File: src/rtl/fetch_pkg.sv
// fetch_pkg: shared types and constants for the instruction-fetch front end.
// Holds the FSM state encoding, the PC step and the default reset PC.
`default_nettype none

package fetch_pkg;

  typedef enum logic [1:0] {
    IDLE  = 2'd0,
    RUN   = 2'd1,
    DRAIN = 2'd2
  } state_e;

  localparam int          PC_INCR          = 4;
  localparam logic [31:0] DEFAULT_RESET_PC = 32'h0000_0000;

endpackage

`default_nettype wire

File: src/rtl/sync_fifo.sv
// sync_fifo: single-clock FIFO with clear, occupancy count and registered storage.
// Push and pop may happen together at full and at empty; a pop on empty is ignored.
`default_nettype none

module sync_fifo #(
  parameter int WIDTH = 64,
  parameter int DEPTH = 4
) (
  input  logic                     clk_i,
  input  logic                     rst_ni,
  input  logic                     clear_i,
  input  logic                     push_i,
  input  logic [WIDTH-1:0]         data_i,
  input  logic                     pop_i,
  output logic [WIDTH-1:0]         data_o,
  output logic                     empty_o,
  output logic [$clog2(DEPTH):0]   count_o
);

  localparam int PTR_W = $clog2(DEPTH);

  logic [WIDTH-1:0] mem_q [DEPTH];
  logic [PTR_W:0]   wr_q;
  logic [PTR_W:0]   rd_q;
  logic             full;
  logic             do_push;
  logic             do_pop;

  assign count_o = wr_q - rd_q;
  assign empty_o = (count_o == '0);
  assign full    = (count_o == (PTR_W+1)'(DEPTH));
  assign do_pop  = pop_i && !empty_o;
  // A push at full is only legal when the head leaves in the same cycle.
  assign do_push = push_i && (!full || do_pop);
  assign data_o  = mem_q[rd_q[PTR_W-1:0]];

  always_ff @(posedge clk_i or negedge rst_ni) begin
    if (!rst_ni) begin
      wr_q <= '0;
      rd_q <= '0;
      for (int i = 0; i < DEPTH; i++) begin
        mem_q[i] <= '0;
      end
    end else if (clear_i) begin
      wr_q <= '0;
      rd_q <= '0;
    end else begin
      if (do_push) begin
        mem_q[wr_q[PTR_W-1:0]] <= data_i;
        wr_q <= wr_q + (PTR_W+1)'(1);
      end
      if (do_pop) begin
        rd_q <= rd_q + (PTR_W+1)'(1);
      end
    end
  end

`ifndef SYNTHESIS
  always_ff @(posedge clk_i) begin
    if (rst_ni && !clear_i) begin
      assert (!(push_i && full && !do_pop));
    end
  end
`endif

endmodule

`default_nettype wire

File: src/rtl/fetch_buffer.sv
// fetch_buffer: issues in-order instruction reads and buffers {pc, word} for decode.
// Optional FETCH_BUFFER_STATS_EN adds saturating fetched/flushed counters.
`default_nettype none

module fetch_buffer
  import fetch_pkg::*;
#(
  parameter int                DATA_W   = 32,
  parameter int                ADDR_W   = 32,
  parameter int                DEPTH    = 4,
  parameter logic [ADDR_W-1:0] RESET_PC = ADDR_W'(DEFAULT_RESET_PC)
) (
  input  logic              clock,
  input  logic              reset,
  input  logic              enable,
  input  logic              redirect_valid,
  input  logic [ADDR_W-1:0] redirect_pc,
  output logic              mem_req,
  output logic [ADDR_W-1:0] mem_addr,
  input  logic              mem_rvalid,
  input  logic [DATA_W-1:0] mem_rdata,
  output logic              instr_valid,
  output logic [DATA_W-1:0] instr_data,
  output logic [ADDR_W-1:0] instr_pc,
  input  logic              instr_ready
`ifdef FETCH_BUFFER_STATS_EN
  ,
  output logic [31:0]       stat_fetched,
  output logic [31:0]       stat_flushed
`endif
);

  localparam int CNT_W = $clog2(DEPTH) + 1;

  state_e              state_q, state_d;
  logic [ADDR_W-1:0]   fetch_pc_q, fetch_pc_d;
  logic [ADDR_W-1:0]   resp_pc_q, resp_pc_d;
  logic [CNT_W-1:0]    outst_q, outst_d;
  logic [CNT_W-1:0]    discard_q, discard_d;

  logic [CNT_W-1:0]         fifo_count;
  logic                     fifo_empty;
  logic [ADDR_W+DATA_W-1:0] fifo_head;
  logic [CNT_W:0]           credit;
  logic                     issue;
  logic                     push;
  logic                     pop;

  always_comb begin
    credit     = {1'b0, fifo_count} + {1'b0, outst_q};
    issue      = (state_q == RUN) && enable && !redirect_valid &&
                 (credit < (CNT_W+1)'(DEPTH));
    push       = mem_rvalid && (discard_q == '0) && !redirect_valid;
    pop        = instr_valid && instr_ready;

    outst_d    = outst_q + CNT_W'(issue) - CNT_W'(mem_rvalid);

    // Every response still in flight at a redirect belongs to the old path.
    discard_d  = discard_q;
    if (redirect_valid) begin
      discard_d = outst_q - CNT_W'(mem_rvalid);
    end else if (mem_rvalid && (discard_q != '0)) begin
      discard_d = discard_q - CNT_W'(1);
    end

    fetch_pc_d = fetch_pc_q;
    if (redirect_valid) begin
      fetch_pc_d = redirect_pc;
    end else if (issue) begin
      fetch_pc_d = fetch_pc_q + ADDR_W'(PC_INCR);
    end

    // PC of the next kept response; discarded responses never advance it.
    resp_pc_d  = resp_pc_q;
    if (redirect_valid) begin
      resp_pc_d = redirect_pc;
    end else if (push) begin
      resp_pc_d = resp_pc_q + ADDR_W'(PC_INCR);
    end

    state_d = state_q;
    case (state_q)
      IDLE: begin
        if (enable) state_d = RUN;
      end
      RUN: begin
        if (redirect_valid && (outst_d != '0)) begin
          state_d = DRAIN;
        end else if (!enable && (outst_q == '0)) begin
          state_d = IDLE;
        end
      end
      DRAIN: begin
        if (discard_d == '0) state_d = RUN;
      end
      default: state_d = IDLE;
    endcase
  end

  always_ff @(posedge clock or negedge reset) begin
    if (!reset) begin
      state_q    <= IDLE;
      fetch_pc_q <= RESET_PC;
      resp_pc_q  <= RESET_PC;
      outst_q    <= '0;
      discard_q  <= '0;
    end else begin
      state_q    <= state_d;
      fetch_pc_q <= fetch_pc_d;
      resp_pc_q  <= resp_pc_d;
      outst_q    <= outst_d;
      discard_q  <= discard_d;
    end
  end

  sync_fifo #(
    .WIDTH (ADDR_W + DATA_W),
    .DEPTH (DEPTH)
  ) u_fifo (
    .clk_i   (clock),
    .rst_ni  (reset),
    .clear_i (redirect_valid),
    .push_i  (push),
    .data_i  ({resp_pc_q, mem_rdata}),
    .pop_i   (pop),
    .data_o  (fifo_head),
    .empty_o (fifo_empty),
    .count_o (fifo_count)
  );

  assign mem_req     = issue;
  assign mem_addr    = fetch_pc_q;
  assign instr_valid = !fifo_empty && !redirect_valid;
  assign instr_pc    = fifo_head[ADDR_W+DATA_W-1:DATA_W];
  assign instr_data  = fifo_head[DATA_W-1:0];

`ifdef FETCH_BUFFER_STATS_EN
  logic [31:0] fetched_q;
  logic [31:0] flushed_q;

  always_ff @(posedge clock or negedge reset) begin
    if (!reset) begin
      fetched_q <= '0;
      flushed_q <= '0;
    end else begin
      if (pop && (fetched_q != '1)) fetched_q <= fetched_q + 32'd1;
      if (redirect_valid && (flushed_q != '1)) flushed_q <= flushed_q + 32'd1;
    end
  end

  assign stat_fetched = fetched_q;
  assign stat_flushed = flushed_q;
`endif

endmodule

`default_nettype wire

File: config.mk
export PLATFORM = sky130hd
export DESIGN_NAME = fetch_buffer
export DESIGN_NICKNAME = d
export VERILOG_FILES = /design/src/rtl/fetch_pkg.sv /design/src/rtl/sync_fifo.sv /design/src/rtl/fetch_buffer.sv
export SDC_FILE = /design/constraint.sdc
export NUM_CORES = 1
export LEC_CHECK = 0
export ABC_AREA = 1
export CORE_UTILIZATION = 44
export DETAILED_ROUTE_END_ITERATION = 10
export PLACE_DENSITY = 0.67
export SLEW_MARGIN = 5
export SYNTH_ARGS = -nofsm -noshare
export SYNTH_HDL_FRONTEND = slang
export SYNTH_SLANG_ARGS = --single-unit
File: constraint.sdc
create_clock -name clock -period 4 [get_ports clock]
set_input_delay 0.8 -clock clock [delete_from_list [all_inputs] [get_ports clock]]
set_output_delay 0.8 -clock clock [all_outputs]
set_load 0.03 [all_outputs]
==> results.md, run 1 <==
- Cell Area, Placed: 0.01875 mm^2
- Max-slew headroom: 0.3499
- Iteration-0 DRC Markers: 1,039
- Clk pin slew, worst setup/hold paths: 60 ps
- R2R setup slack: 670 ps
- Gpl congestion: 0.8787
- Finish-stage setup viols: 0
- Clock power frac: 0.264
- Fill count: 3,525
- Worst setup SP type: flip-flop
- Power Density: 677.4 mW/mm^2
- Met2 wire length: 20,210 um
- Netlist cell types: 34
- Antenna violation net count after detailed routing: 0
- Seq cells post-synth: 334
- Clock Latency Late Sink: 540 ps
- Combinational Power Share: 0.409
- TritonCTS clock tree: done
- # diodes: 0
- Post-CTS Resized: 0
- Period utilization: 0.9243
- Post-route minimum period: 3697 ps
- Hold-fix buffers at CTS: 0
- Most common cell after layout, fill and taps aside: nand2_1
- Sw power: 0.005353 W
- Net Sw Frac: 0.3942
- Initial antenna violation count: 0
- Core Region: 0.03776 mm^2
- Clk buf depth: 3
- Critical path fanouts, max: 64
- I/O pins: 168
- Clock Skew: 18.19 ps
- Fin. max-slew vios: 0
- Cells after Synth: 2,060
- Hold Crit Class: input pin to asynchronous set/reset pin
- FF/Latch Area: 0.008363 mm^2
- Worst slew pin tran: 975.1 ps
- Synthesized Nets: 2,148
- Setup Buffers After CTS: 0
- Vias: 14,537
- Pre-antenna DRT Iters: 6
- Die Area: 0.03932 mm^2
- Detail Placement HPWL: 28,680 um
- Layout cells sized above 1: 0.09791
- Mean post-synth cell area: 8.230 um^2
- Drc violations: 0
- Critical path type: flip-flop to output pin
- H-tree Lvls: 2
- Chip width: 198.3 um
- Initial Utilization: 0.4490
- RSZ-0062 raised after global routing: false
- Highest metal used: met4
- Max-cap violation count: 0
- VDD IR max: 0.3444 mV
- Synthesized cell area: 0.01695 mm^2
- Most frequent cells in the layout: nand2_1, dfrtp_1, nor2_1
- Routed length on met1: 20,520 um
- Reg power frac: 0.327
- WL met3: 2700 um
- Remaining Overflow, GRT: 0
- Lkg Pwr: 9.271 nW
- Max Freq: 270.5 MHz
- Top cell type's share of synthesized area: 0.4930
- Cell-internal power: 0.008225 W
- Status: completed
- Crit path required time: 3200 ps
- Leading post-synthesis cells by cell area: dfrtp_1, nand2_1, o21ai_2
- Seq/Total Area, Yosys: 0.4930
- Multi-input gate area: 0.007194 mm^2
- Row count: 71
- IO buf count: 167
- Setup tns final: 0 ps
- Crit path DAT: 2900 ps
- Number of global-route vias before repair: 13,853
- Total GRT Usage: 0.2324
- CTS sink count: 334
- Yosys warning count: 0
- Final Cell Area: 0.02004 mm^2
- Final #Nets: 2,269
- First-pass GRT wire length: 73,040 um
- Die Height: 198.3 um
- Post-synth top area cell: dfrtp_1
- Largest net degree at the start of global routing: 132
- WL/cell: 16.51 um
- Area Growth Syn to Fin: 18.23%
- Root buf cell: clkbuf_16
- Vias per cell: 5.350
- Final hold violations: 0
- Crit end category: output pin
- Post-layout util: 0.5309
- Drt total wl: 44,860 um
- Num CTS Buffers: 39
## through the flow
step	hold slack (ps)	total power, W	std cells	setup WS [ps]
global route	367.5	0.01434	2717	193.1
floorplan	449.6	0.007902	2060	275.2
global placement	456.4	0.009968	2651	747.2
CTS	370.0	0.01368	2717	279.5
detailed placement	461.9	0.01004	2651	637.0
finish	307.4	0.01358	2717	302.7
## routing by layer
layer	vias up	GRT usage
li1	7031	-
met1	6913	0.3308
met2	500	0.3610
met3	93	0.02896
met4	0	0.08814
met5	-	0
## synth_stat cells
| library cell | instances |
|---|---|
| a31oi_1 | 6 |
| or2_2 | 1 |
| o21ai_2 | 106 |
| buf_4 | 2 |
| nand3_2 | 5 |
| nor2_2 | 1 |
| inv_2 | 2 |
| xor2_1 | 14 |
| buf_1 | 2 |
| nand3b_1 | 4 |
| o211ai_1 | 14 |
| ha_1 | 16 |
| o21bai_1 | 2 |
| nand2_1 | 554 |
| buf_2 | 13 |
| nand2_2 | 2 |
| a211oi_1 | 1 |
| nor3_1 | 9 |
| nor2_4 | 1 |
| inv_1 | 147 |
| nand4_1 | 11 |
| clkbuf_1 | 41 |
| xnor2_1 | 2 |
| o22ai_1 | 64 |
| nand3_1 | 83 |
| o221ai_1 | 2 |
| buf_6 | 56 |
| fa_1 | 2 |
| a21oi_1 | 18 |
| o21ai_0 | 165 |
| o211ai_4 | 1 |
| o21ai_1 | 150 |
| dfrtp_1 | 334 |
| nor2_1 | 229 |
## registers in the layout, summed over array words and instances (netlist names)
register,count
resp_pc_q,32
u_fifo.wr_q,3
mem_addr,32
u_fifo.mem_q,256
u_fifo.rd_q,3
state_q,2
outst_q,3
discard_q,3
## cell families (layout without fill, tap and decap cells)
kind of cell / Yosys count / count (layout) / synth area share
AOI/OAI and AO/OA: 529 / 529 / 0.1887
xor gates and xnor gates: 16 / 16 / 0.008266
adders and majority gates: 18 / 18 / 0.01417
buffers and inverters: 263 / 409 / 0.08443
DFF: 334 / 334 / 0.4930
and+or+nand+nor: 900 / 900 / 0.2114
## area by class of cell
cell class	instances	share of cell area
multi-input combinational	1463	0.3589
inverter	149	0.02797
tap	511	0.03190
timing repair buffer	194	0.09950
clock inverter	17	0.01092
clock buffer	49	0.05356
sequential	334	0.4172
## worst max-delay path: stages, from the launching register on
cell and delay (ps):
dfrtp_2 400, inv_2 70, buf_4 600, o21ai_0 190, o22ai_1 330, clkdlybuf4s50_1 750
## path summary, 6_finish.rpt
check                                         startpoint                       endpoint  cells past startpoint
max                           u_fifo.rd_q[1]$_DFFE_PN0P_                   instr_pc[10]                      5
max in group asynchronous                          reset         discard_q[2]$_DFF_PN0_                      2
min                                                reset   u_fifo.mem_q[90]$_DFFE_PN0P_                      1
max reg2reg                   u_fifo.wr_q[0]$_DFFE_PN0P_         state_q[0]$_DFFE_PN0P_                     23
min in group clock         u_fifo.mem_q[158]$_DFFE_PN0P_  u_fifo.mem_q[158]$_DFFE_PN0P_                      2
min reg2reg                u_fifo.mem_q[158]$_DFFE_PN0P_  u_fifo.mem_q[158]$_DFFE_PN0P_                      2
## power groups by stage
stage / Combinational (W) / Sequential (W) / Clock (W)
final: 0.00556 / 0.00444 / 0.00358
after global routing: 0.00603 / 0.00452 / 0.00379
after CTS: 0.00560 / 0.00442 / 0.00366
after detailed placement: 0.00557 / 0.00447 / 0
after global placement: 0.00551 / 0.00446 / 0
after floorplan: 0.00342 / 0.00448 / 0
No activity file was read; power rests on OpenSTA's default activity.
==> run 2: changes to the inputs <==
--- a/config.mk
+++ b/config.mk
@@ -9,7 +9,7 @@
 export CORE_UTILIZATION = 44
 export DETAILED_ROUTE_END_ITERATION = 10
 export PLACE_DENSITY = 0.67
-export SLEW_MARGIN = 5
+export SLEW_MARGIN = 25
 export SYNTH_ARGS = -nofsm -noshare
 export SYNTH_HDL_FRONTEND = slang
 export SYNTH_SLANG_ARGS = --single-unit
==> results of run 2 <==
The final DEF is identical to that of run 1; final timing and power are the same.
==> run 3: changes to the inputs <==
--- a/config.mk
+++ b/config.mk
@@ -6,6 +6,7 @@
 export NUM_CORES = 1
 export LEC_CHECK = 0
 export ABC_AREA = 1
+export CORE_MARGIN = 2
 export CORE_UTILIZATION = 44
 export DETAILED_ROUTE_END_ITERATION = 10
 export PLACE_DENSITY = 0.67
==> results.md, run 3 (same netlist as run 1, synthesis figures left out) <==
- Clock Skew: 8.095 ps (was 18.19 ps)
- Remaining Overflow, GRT: 0 (unchanged)
- Most frequent cells in the layout: nand2_1, dfrtp_1, nor2_1 (unchanged)
- Largest net degree at the start of global routing: 132 (unchanged)
- Drt total wl: 44,400 um (was 44,860 um)
- Chip width: 200.3 um (was 198.3 um)
- H-tree Lvls: 2 (unchanged)
- Combinational Power Share: 0.412 (was 0.409)
- Crit path DAT: 2840 ps (was 2900 ps)
- Lkg Pwr: 9.218 nW (was 9.271 nW)
- Initial antenna violation count: 0 (unchanged)
- Period utilization: 0.9090 (was 0.9243)
- Worst slew pin tran: 805.5 ps (was 975.1 ps)
- WL/cell: 16.37 um (was 16.51 um)
- Status: completed (unchanged)
- VDD IR max: 0.3398 mV (was 0.3444 mV)
- Sw power: 0.005257 W (was 0.005353 W)
- Vias per cell: 5.264 (was 5.350)
- Critical path type: flip-flop to output pin (unchanged)
- Pre-antenna DRT Iters: 5 (was 6)
- Hold Crit Class: input pin to asynchronous set/reset pin (unchanged)
- Cell-internal power: 0.008155 W (was 0.008225 W)
- CP max stage delay: 740 ps (was 750 ps)
- Area Growth Syn to Fin: 17.77% (was 18.23%)
- Layout cells sized above 1: 0.09314 (was 0.09791)
- Critical-path top delay cell: clkdlybuf4s50_1 (unchanged)
- Setup Buffers After CTS: 0 (unchanged)
- Critical path's top delay family: buffers and inverters (unchanged)
- Max-slew headroom: 0.4630 (was 0.3499)
- R2r worst-path depth: 23 (unchanged)
- Die Area: 0.04012 mm^2 (was 0.03932 mm^2)
- Iteration-0 DRC Markers: 941 (was 1,039)
- Clock Latency Late Sink: 520 ps (was 540 ps)
- Row count: 71 (unchanged)
- Gpl congestion: 0.9486 (was 0.8787)
- Post-route minimum period: 3636 ps (was 3697 ps)
- Setup tns final: 0 ps (unchanged)
- I/O pins: 168 (unchanged)
- Largest register by flop count: u_fifo.mem_q (unchanged)
- Max-cap violation count: 0 (unchanged)
- Clock power frac: 0.258 (was 0.264)
- Most common cell after layout, fill and taps aside: nand2_1 (unchanged)
- Crit path required time: 3200 ps (about the same)
- Final hold violations: 0 (unchanged)
- Finish-stage setup viols: 0 (unchanged)
- Number of global-route vias before repair: 13,958 (was 13,853)
- R2R setup slack: 570 ps (was 670 ps)
- Max Freq: 275.0 MHz (was 270.5 MHz)
- Hold-fix buffers at CTS: 0 (unchanged)
- Setup WS post-layout: 364.2 ps (was 302.7 ps)
- Antenna violation net count after detailed routing: 0 (unchanged)
- Post-Place Worst Slack: 608.4 ps (was 637.0 ps)
- RSZ-0062 raised after global routing: false (unchanged)
- Power Density: 671.7 mW/mm^2 (was 677.4 mW/mm^2)
- Die Height: 200.3 um (was 198.3 um)
- Detail Placement HPWL: 27,910 um (was 28,680 um)
- Post-CTS Resized: 0 (unchanged)
- CTS sink count: 334 (unchanged)
- Clk buf depth: 3 (unchanged)
- Stages on worst setup path: 5 (unchanged)
- Reg power frac: 0.331 (was 0.327)
- # diodes: 0 (unchanged)
- Clk pin slew, worst setup/hold paths: 60 ps (about the same)
- Worst setup SP type: flip-flop (unchanged)
- Critical path fanouts, max: 64 (unchanged)
- Initial Utilization: 0.4480 (was 0.4490)
- Post-route total power: 0.01341 W (was 0.01358 W)
- Crit path buf inv count: 3 (unchanged)
- Num CTS Buffers: 38 (was 39)
- Drc violations: 0 (unchanged)
- Core Region: 0.03784 mm^2 (was 0.03776 mm^2)
- Final #Nets: 2,264 (was 2,269)
- Reg2Reg Launch Point: u_fifo.wr_q[0]$_DFFE_PN0P_ (unchanged)
- Total GRT Usage: 0.2225 (was 0.2324)
- TritonCTS clock tree: done (unchanged)
- Vias: 14,276 (was 14,537)
- Worst path cell trace: inv_2 -> buf_4 -> o21ai_0 -> o22ai_1 -> clkdlybuf4s50_1 (unchanged)
- First-pass GRT wire length: 73,520 um (was 73,040 um)
- Crit end category: output pin (unchanged)
- RR Endpoint: state_q[0]$_DFFE_PN0P_ (unchanged)
- Net Sw Frac: 0.3920 (was 0.3942)
- Root buf cell: clkbuf_16 (unchanged)
- Fin. max-slew vios: 0 (unchanged)
- Max reg flops: 256 (unchanged)
- IO buf count: 167 (unchanged)
-- run 3: power groups by stage --
stage                     Sequential, W  Clock (W)  Combinational, W
after floorplan                 0.00448          0           0.00342
after global placement          0.00446          0           0.00550
after detailed placement        0.00447          0           0.00556
after CTS                       0.00443    0.00355           0.00559
after global routing            0.00452    0.00370           0.00601
final                           0.00444    0.00345           0.00552
-- run 3: cell type report --
cell class,instances,area (um^2)
multi-input cells,1463,7194
fillers,3587,17880
clock inverters,7,95.09
inverters,149,560.5
flip-flops and latches,334,8363
well taps,511,639.4
clock buffers,58,1137
repair buffers,190,1977
-- run 3: worst max-delay path by stage --
stage | from | endpoint | slack, ps
finish | u_fifo.rd_q[1]$_DFFE_PN0P_ | instr_pc[13] | 360
global route | u_fifo.rd_q[1]$_DFFE_PN0P_ | instr_pc[13] | 220
CTS | u_fifo.rd_q[1]$_DFFE_PN0P_ | instr_pc[13] | 320
detailed placement | u_fifo.wr_q[0]$_DFFE_PN0P_ | state_q[0]$_DFFE_PN0P_ | 610
global placement | u_fifo.wr_q[0]$_DFFE_PN0P_ | state_q[0]$_DFFE_PN0P_ | 740
floorplan | u_fifo.rd_q[1]$_DFFE_PN0P_ | state_q[0]$_DFFE_PN0P_ | 280
-- run 3: through the flow --
stage               instances  instance area (um^2)  hold WS [ps]  utilization
finish                   2712                 19970         276.5       0.5276
CTS                      2712                 19970         305.1       0.5276
floorplan                2060                 16950         449.6            -
global route             2712                 19970         321.9       0.5276
detailed placement       2647                 18730         462.2       0.4950
global placement         2647                 18730         458.7       0.4950
-- run 3: metal layers --
layer	global-route usage	vias up	wire, um	part of all wire
li1	-	7018	-	-
met2	0.3586	428	20240	0.46
met1	0.3149	6765	20410	0.46
met3	0.03563	65	2853	0.064
met5	0	-	0	0
met4	0.05450	0	900	0.020
